## config.mk

```make
export PLATFORM = sky130hd
export DESIGN_NAME = pe_mem_unit
export DESIGN_NICKNAME = d
export VERILOG_FILES = /design/src/rtl/pe_pkg.sv /design/src/rtl/pe_mem_align.sv /design/src/rtl/pe_mem_unit.sv
export SDC_FILE = /design/constraint.sdc
export NUM_CORES = 1
export LEC_CHECK = 0
export ABC_CLOCK_PERIOD_IN_PS = 3700
export BUFFER_PORTS_ARGS = -buffer_cell sky130_fd_sc_hd__buf_2
export CAP_MARGIN = 10
export CORE_MARGIN = 4
export CORE_UTILIZATION = 55
export DETAILED_ROUTE_END_ITERATION = 10
export GPL_TIMING_DRIVEN = 0
export PLACE_DENSITY_LB_ADDON = 0.2
export SYNTH_ARGS = -nofsm -noshare
export SYNTH_HDL_FRONTEND = slang
export SYNTH_SLANG_ARGS = --single-unit
```

## constraint.sdc

```tcl
create_clock -name clk -period 3.7 [get_ports clk]
set_clock_uncertainty 0.05 [all_clocks]
set_input_delay 0.555 -clock clk [delete_from_list [all_inputs] [get_ports clk]]
set_output_delay 0.555 -clock clk [all_outputs]
set_load 0.1 [all_outputs]
```

## src/rtl/pe_pkg.sv

```systemverilog
// rtl/pe_pkg.sv - shared encodings, states and size helpers for the PE memory unit
package pe_pkg;

    localparam logic [3:0] F_LB  = 4'b0000;
    localparam logic [3:0] F_LH  = 4'b0001;
    localparam logic [3:0] F_LW  = 4'b0010;
    localparam logic [3:0] F_LD  = 4'b0011;
    localparam logic [3:0] F_LBU = 4'b0100;
    localparam logic [3:0] F_LHU = 4'b0101;
    localparam logic [3:0] F_LWU = 4'b0110;
    localparam logic [3:0] F_SB  = 4'b1000;
    localparam logic [3:0] F_SH  = 4'b1001;
    localparam logic [3:0] F_SW  = 4'b1010;
    localparam logic [3:0] F_SD  = 4'b1011;

    typedef enum logic [1:0] {
        ERR_OK       = 2'b00,
        ERR_MISALIGN = 2'b01,
        ERR_TIMEOUT  = 2'b10,
        ERR_ILLEGAL  = 2'b11
    } err_t;

    typedef enum logic [1:0] {S_IDLE, S_REQ, S_RESP} state_t;

    typedef enum logic [1:0] {SZ_B, SZ_H, SZ_W, SZ_D} size_t;

    function automatic size_t funct_size(input logic [3:0] f);
        return size_t'(f[1:0]);
    endfunction

    // 64-bit accesses and lwu only exist on a 64-bit data path
    function automatic logic funct_legal(input logic [3:0] f, input int data_w);
        logic ok;
        case (f)
            F_LB, F_LH, F_LW, F_LBU, F_LHU, F_SB, F_SH, F_SW: ok = 1'b1;
            F_LD, F_LWU, F_SD:                               ok = (data_w == 64);
            default:                                         ok = 1'b0;
        endcase
        return ok;
    endfunction

    function automatic logic misaligned(input logic [2:0] ea_lo, input size_t sz);
        logic bad;
        case (sz)
            SZ_B:    bad = 1'b0;
            SZ_H:    bad = ea_lo[0];
            SZ_W:    bad = |ea_lo[1:0];
            default: bad = |ea_lo;
        endcase
        return bad;
    endfunction

endpackage

```

## src/rtl/pe_mem_align.sv

```systemverilog
// rtl/pe_mem_align.sv - byte-lane placement for stores and lane extraction/extension for loads
module pe_mem_align
    import pe_pkg::*;
#(
    parameter  int DATA_W = 32,
    localparam int BE_W   = DATA_W / 8,
    localparam int LANE_W = $clog2(BE_W)
) (
    input  logic [LANE_W-1:0] st_lane,
    input  size_t             st_size,
    input  logic [DATA_W-1:0] st_data,
    output logic [BE_W-1:0]   st_be,
    output logic [DATA_W-1:0] st_wdata,
    input  logic [LANE_W-1:0] ld_lane,
    input  size_t             ld_size,
    input  logic              ld_unsigned,
    input  logic [DATA_W-1:0] ld_rdata,
    output logic [DATA_W-1:0] ld_data
);

    logic [BE_W-1:0]   base_be;
    logic [DATA_W-1:0] shifted;
    logic [DATA_W-1:0] mask;
    logic              sign;

    always_comb begin
        base_be = '0;
        case (st_size)
            SZ_B:    base_be = BE_W'(8'h01);
            SZ_H:    base_be = BE_W'(8'h03);
            SZ_W:    base_be = BE_W'(8'h0F);
            default: base_be = BE_W'(8'hFF);
        endcase
        st_be    = base_be << st_lane;
        st_wdata = st_data << {st_lane, 3'b000};
    end

    // Bring the addressed lanes down to bit 0, then fill above the access size
    always_comb begin
        shifted = ld_rdata >> {ld_lane, 3'b000};
        mask    = '1;
        sign    = shifted[DATA_W-1];
        case (ld_size)
            SZ_B: begin
                mask = DATA_W'(64'hFF);
                sign = shifted[7];
            end
            SZ_H: begin
                mask = DATA_W'(64'hFFFF);
                sign = shifted[15];
            end
            SZ_W: begin
                mask = DATA_W'(64'hFFFF_FFFF);
                sign = shifted[31];
            end
            default: begin
                mask = '1;
                sign = shifted[DATA_W-1];
            end
        endcase
        ld_data = shifted & mask;
        if (!ld_unsigned && sign) begin
            ld_data = ld_data | ~mask;
        end
    end

endmodule

```

## src/rtl/pe_mem_unit.sv

```systemverilog
// rtl/pe_mem_unit.sv - PE load/store unit: EA formation, memory handshake, load alignment, result token
module pe_mem_unit
    import pe_pkg::*;
#(
    parameter int DATA_W  = 32,
    parameter int ADDR_W  = 32,
    parameter int TIMEOUT = 255
) (
    input  logic                clk,
    input  logic                reset_n,
    input  logic                in_valid,
    output logic                in_ready,
    input  logic [3:0]          funct,
    input  logic [DATA_W-1:0]   opA,
    input  logic [DATA_W-1:0]   opB,
    input  logic [9:0]          offset,
    input  logic [DATA_W-1:0]   st_data,
    input  logic [5:0]          ta1,
    input  logic [5:0]          ta2,
    input  logic [1:0]          tt1,
    input  logic [1:0]          tt2,
    output logic                mem_read,
    output logic                mem_write,
    output logic [ADDR_W-1:0]   mem_address,
    output logic [DATA_W-1:0]   mem_wdata,
    output logic [DATA_W/8-1:0] mem_be,
    input  logic                mem_ack,
    input  logic [DATA_W-1:0]   mem_Message,
    output logic                res_valid,
    input  logic                res_ready,
    output logic [DATA_W-1:0]   res_data,
    output logic [5:0]          res_ta1,
    output logic [5:0]          res_ta2,
    output logic [1:0]          res_tt1,
    output logic [1:0]          res_tt2,
    output logic                res_store,
    output logic [1:0]          res_err
);

    localparam int BE_W   = DATA_W / 8;
    localparam int LANE_W = $clog2(BE_W);
    localparam int CNT_W  = (TIMEOUT > 1) ? $clog2(TIMEOUT) : 1;

    state_t            state;
    logic [CNT_W-1:0]  cnt;
    size_t             size_q;
    logic              unsigned_q;
    logic              store_q;
    logic [LANE_W-1:0] lane_q;

    logic [ADDR_W-1:0] off_x;
    logic [ADDR_W-1:0] ea;
    size_t             in_size;
    logic              in_legal;
    logic              in_misalign;
    logic [BE_W-1:0]   st_be;
    logic [DATA_W-1:0] st_wdata;
    logic [DATA_W-1:0] ld_data;

    always_comb begin
        off_x       = ADDR_W'($signed(offset));
        ea          = ADDR_W'(opA) + ADDR_W'(opB) + off_x;
        in_size     = funct_size(funct);
        in_legal    = funct_legal(funct, DATA_W);
        in_misalign = misaligned(ea[2:0], in_size);
    end

    // Store lanes come from the live instruction; load lanes from the captured access
    pe_mem_align #(.DATA_W(DATA_W)) u_align (
        .st_lane     (ea[LANE_W-1:0]),
        .st_size     (in_size),
        .st_data     (st_data),
        .st_be       (st_be),
        .st_wdata    (st_wdata),
        .ld_lane     (lane_q),
        .ld_size     (size_q),
        .ld_unsigned (unsigned_q),
        .ld_rdata    (mem_Message),
        .ld_data     (ld_data)
    );

    always_ff @(posedge clk or negedge reset_n) begin
        if (!reset_n) begin
            state       <= S_IDLE;
            cnt         <= '0;
            size_q      <= SZ_B;
            unsigned_q  <= 1'b0;
            store_q     <= 1'b0;
            lane_q      <= '0;
            in_ready    <= 1'b1;
            mem_read    <= 1'b0;
            mem_write   <= 1'b0;
            mem_address <= '0;
            mem_wdata   <= '0;
            mem_be      <= '0;
            res_valid   <= 1'b0;
            res_data    <= '0;
            res_ta1     <= '0;
            res_ta2     <= '0;
            res_tt1     <= '0;
            res_tt2     <= '0;
            res_store   <= 1'b0;
            res_err     <= ERR_OK;
        end else begin
            case (state)
                S_IDLE: begin
                    if (in_valid) begin
                        in_ready   <= 1'b0;
                        size_q     <= in_size;
                        unsigned_q <= funct[2];
                        store_q    <= funct[3];
                        lane_q     <= ea[LANE_W-1:0];
                        res_ta1    <= ta1;
                        res_ta2    <= ta2;
                        res_tt1    <= tt1;
                        res_tt2    <= tt2;
                        res_data   <= '0;
                        res_store  <= 1'b0;
                        cnt        <= '0;
                        if (!in_legal || in_misalign) begin
                            res_err   <= in_legal ? ERR_MISALIGN : ERR_ILLEGAL;
                            res_valid <= 1'b1;
                            state     <= S_RESP;
                        end else begin
                            res_err     <= ERR_OK;
                            mem_read    <= ~funct[3];
                            mem_write   <= funct[3];
                            mem_address <= {ea[ADDR_W-1:LANE_W], {LANE_W{1'b0}}};
                            mem_be      <= st_be;
                            mem_wdata   <= funct[3] ? st_wdata : '0;
                            state       <= S_REQ;
                        end
                    end
                end
                S_REQ: begin
                    if (mem_ack) begin
                        mem_read  <= 1'b0;
                        mem_write <= 1'b0;
                        mem_be    <= '0;
                        res_data  <= store_q ? '0 : ld_data;
                        res_store <= store_q;
                        res_valid <= 1'b1;
                        state     <= S_RESP;
                    end else if (TIMEOUT != 0 && cnt == CNT_W'(TIMEOUT - 1)) begin
                        mem_read  <= 1'b0;
                        mem_write <= 1'b0;
                        mem_be    <= '0;
                        res_err   <= ERR_TIMEOUT;
                        res_valid <= 1'b1;
                        state     <= S_RESP;
                    end else begin
                        cnt <= cnt + 1'b1;
                    end
                end
                S_RESP: begin
                    if (res_ready) begin
                        res_valid <= 1'b0;
                        in_ready  <= 1'b1;
                        state     <= S_IDLE;
                    end
                end
                default: state <= S_IDLE;
            endcase
        end
    end

endmodule

```

==> impl_metrics.csv <==
group,metric,value,unit
logic_synthesis,synth-seq-cells,137,
place,dpl_cell_area,0.0103,mm2
critical_path,setup.worst_path.start_class,"primary input",
timing,fin_crit_sh,0.948,
power_and_ir_drop,swShare,0.580,
power_and_ir_drop,power.net_switching,6390,uW
clock_tree,holdBufCountCts,0,
drt,drt_iter0_drc,646,
global_routing,overflow,0,
place,gp_congestion,0.893,
layout,final_core_util,0.721,
clock_tree,cts.clk_slew.worst_paths,60,ps
timing,rsz0062_at_grt,"no",
drt,via_per_inst,5.80,
power_and_ir_drop,powerDensity,999,mW/mm2
logic_synthesis,yosysSeqAreaShare,0.397,
power_and_ir_drop,clkPwrFrac,0.169,
global_routing,grt_max_degree,82,
floorplan,io_pins,286,
clock_tree,cts_tree,"yes",
power_and_ir_drop,p_leak,0.00555,uW
power_and_ir_drop,pwr-share-comb,0.617,
timing,whs,52.9,ps
drt,wire_per_inst,18.0,um
timing,setup_ws,193,ps
logic_synthesis,netlist_area,0.00863,mm2
critical_path,crit_arrival,3760,ps
status,status,"completed",
logic_synthesis,ys_types,60,
critical_path,cp-end-kind,"flip-flop",
power_and_ir_drop,seqPwrFrac,0.214,
layout,n_fill_cell,1206,
clock_tree,cts_buffers,17,
floorplan,start_util,0.564,
floorplan,die_y,133,um
place,dpl_worst_slack,-496,ps
global_routing,grt_pass1_vias,8329,
logic_synthesis,synth-main-ff-cell,"dfrtp_1",
drt,drtPass1Iterations,5,
layout,fin_nets,1421,
timing,finalSetupViolations,0,
logic_synthesis,ys_warn_count,0,
clock_tree,htreeDepth,4,
global_routing,grt_first_pass_wirelength,41.1,mm
timing,hold_viol,0,
critical_path,cp_max_fo,3,
timing,maxSlewViolCount,0,
logic_synthesis,synth_edf_count,0,
timing,fmaxAchievable,0.285,GHz
logic_synthesis,syn_inst,886,
floorplan,die_w,133,um
layout,drive_gt1_frac,0.307,
layout,area_delta_synth_final,27.9,%
critical_path,path_cells,"buf_2 > inv_1 > fa_1 > inv_1 > ha_1 > fa_1 > a21o_1 > a221oi_4 > o211ai_2 > a2111oi_4 > o31ai_2 > nand3_2 > a211oi_1 > a311o_1",
clock_tree,cts_max_path_buffers,2,
timing,slew_headroom,0.248,
min_path,hp-class,"primary input to async pin",
power_and_ir_drop,p_int,4630,uW
power_and_ir_drop,irDropWorstVdd,0.000644,V
critical_path,crit_path_max_incr_delay,520,ps
timing,finalCriticalPeriod,3510,ps
clock_tree,clk_latency,410,ps
floorplan,dieArea,0.0178,mm2
clock_tree,cts-root-buf,"clkbuf_16",
global_routing,grt_util_all_layers,0.287,
floorplan,coreArea,0.0153,mm2
critical_path,critPathKind,"primary input to flip-flop",
layout,final_area,0.0110,mm2
drt,antenna_left,0,
drt,route.detailed.drc,0,
place,hpwl,19.7,mm
timing,tightest_slew,1120,ps
drt,vias,8202,
flow_run,cap_violations,0,
global_routing,antenna_found_initial,0,
clock_tree,cts.sinks,137,
floorplan,rows,45,
logic_synthesis,avgSynthCellArea,9.74,um2
critical_path,slowest_stage,"fa_1",
layout,antennaDiodeCount,0,
logic_synthesis,async_reset_ff_frac,1.00,
place,io_buffers,283,
critical_path,crit_required,3950,ps
drt,wl,25.5,mm
==> synthesized netlist by cell type, types with 3 or more instances <==
library cell,count,area share
nand2b_1,7,0.0051
and3_1,5,0.0036
xnor2_1,14,0.014
o41ai_1,3,0.0030
o211ai_1,5,0.0043
a211o_1,9,0.0091
a32o_1,8,0.0093
inv_1,16,0.0070
buf_1,7,0.0030
o21ai_1,3,0.0017
mux2_2,32,0.042
nand3_1,18,0.010
nor3_1,5,0.0029
o2111ai_1,3,0.0030
ha_1,35,0.051
or3_1,5,0.0036
a21o_1,18,0.016
or2_2,4,0.0029
o21a_1,7,0.0061
a22o_1,26,0.026
o31ai_1,31,0.027
o21ai_0,71,0.041
nand2_1,140,0.061
fa_1,32,0.074
a31oi_1,6,0.0043
nand4_1,8,0.0058
a21oi_1,52,0.030
xor2_1,18,0.018
clkbuf_1,44,0.019
o21bai_1,3,0.0026
nor2_1,37,0.016
dfrtp_1,136,0.39
mux2i_1,33,0.038
nor2b_1,13,0.0094
==> state kept, by name, indices dropped and copies added (netlist names), 2 cells and up <==
| name | count |
|---|---|
| size_q | 2 |
| lane_q | 2 |
| mem_wdata | 32 |
| mem_be | 4 |
| state | 2 |
| cnt | 8 |
| mem_address | 30 |
| res_tt1 | 2 |
| res_ta2 | 6 |
| res_ta1 | 6 |
| res_data | 32 |
| res_err | 2 |
| res_tt2 | 2 |
==> placed cells by master, fill, tap and decap left out, types with 4 or more instances in the layout <==
cell type,count
a211o_1,9
a21o_1,18
a21oi_1,52
a22o_1,26
a31oi_1,6
a32o_1,8
and3_1,5
buf_1,7
buf_2,281
bufinv_16,5
clkbuf_1,37
clkbuf_16,17
clkbuf_2,8
dfrtp_1,136
fa_1,32
ha_1,35
inv_1,16
mux2_2,32
mux2i_1,33
nand2_1,140
nand2b_1,7
nand3_1,18
nand4_1,8
nor2_1,36
nor2b_1,13
nor3_1,5
o211ai_1,5
o21a_1,7
o21ai_0,71
o31ai_1,31
or2_2,4
or3_1,5
xnor2_1,14
xor2_1,18
==> cells by family (layout without fill, tap and decap cells) <==
family,after synthesis,after routing,share of synthesized area
xor gates and xnor gates,32,32,0.0325
other,1,2,0.000434
buffers and inverters,70,387,0.0313
muxes,65,65,0.0800
DFF,137,137,0.397
AOI/OAI and AO/OA,265,265,0.207
adders and majority gates,67,67,0.125
and+or+nand+nor,249,249,0.127
==> per-layer routing <==
| layer | track usage | up-vias | routed length, um |
|---|---|---|---|
| met4 | 0.145 | 0 | 1130 |
| li1 | - | 3798 | - |
| met3 | 0.0480 | 81 | 1790 |
| met2 | 0.482 | 412 | 12500 |
| met5 | 0 | - | 0 |
| met1 | 0.360 | 3911 | 10100 |
==> per-stage QoR <==
step | setup TNS (ps) | cells | power, uW
3_3_place_gp | -16740 | 1381 | 9010
5_1_grt | 0 | 1415 | 11500
3_5_place_dp | -22540 | 1382 | 9120
6_report | 0 | 1415 | 11000
2_1_floorplan | 0 | 887 | 7790
4_1_cts | 0 | 1414 | 11000
==> final cells by class <==
type	instances	area [um2]	share of cell area
Buffer	53	216	0.0196
Clock buffer	20	457	0.0414
Clock inverter	12	196	0.0178
Inverter	17	63.8	0.00578
Multi-Input combinational cell	680	4950	0.448
Sequential cell	137	3430	0.311
Tap cell	211	264	0.0239
Timing Repair Buffer	285	1460	0.132
==> worst paths after layout <==
kind                            slack, ps                     start                           to  depth (start not counted)
worst max register to register        570      state[1]$_DFFE_PN0P_     res_data[15]$_DFFE_PN0P_                          9
max in group asynchronous            2740                   reset_n   mem_address[3]$_DFFE_PN0P_                          2
min in group clk                      320                    ta1[5]       res_ta1[5]$_DFFE_PN0P_                          2
worst min register to register        410  mem_wdata[6]$_DFFE_PN0P_     mem_wdata[6]$_DFFE_PN0P_                          2
worst min-delay path                   50                   reset_n     res_data[19]$_DFFE_PN0P_                          1
worst max-delay path                  190                 offset[1]  mem_address[31]$_DFFE_PN0P_                         14
==> power groups by stage <==
stage / Clock [uW] / Combinational, uW / Sequential [uW]
floorplan: 0 / 1880 / 5910
global placement: 0 / 6660 / 2350
detailed placement: 0 / 6750 / 2370
CTS: 1890 / 6780 / 2350
global route: 1960 / 7140 / 2420
finish: 1870 / 6800 / 2360
==> repair_timing <==
item	CTS	global route
pin swaps	0	3
hold endpoints to repair	0	0
setup endpoints to repair	2	64
setup buffers	0	1
resized for setup	1	17
==> critical path, delay by kind of cell <==
family | cells | cell delay (ps)
compound gates | 7 | 1750
fa+ha+maj | 3 | 1150
simple gates | 1 | 130
buf+inv | 3 | 160
Note: power is estimated with default switching activity, not from simulation.
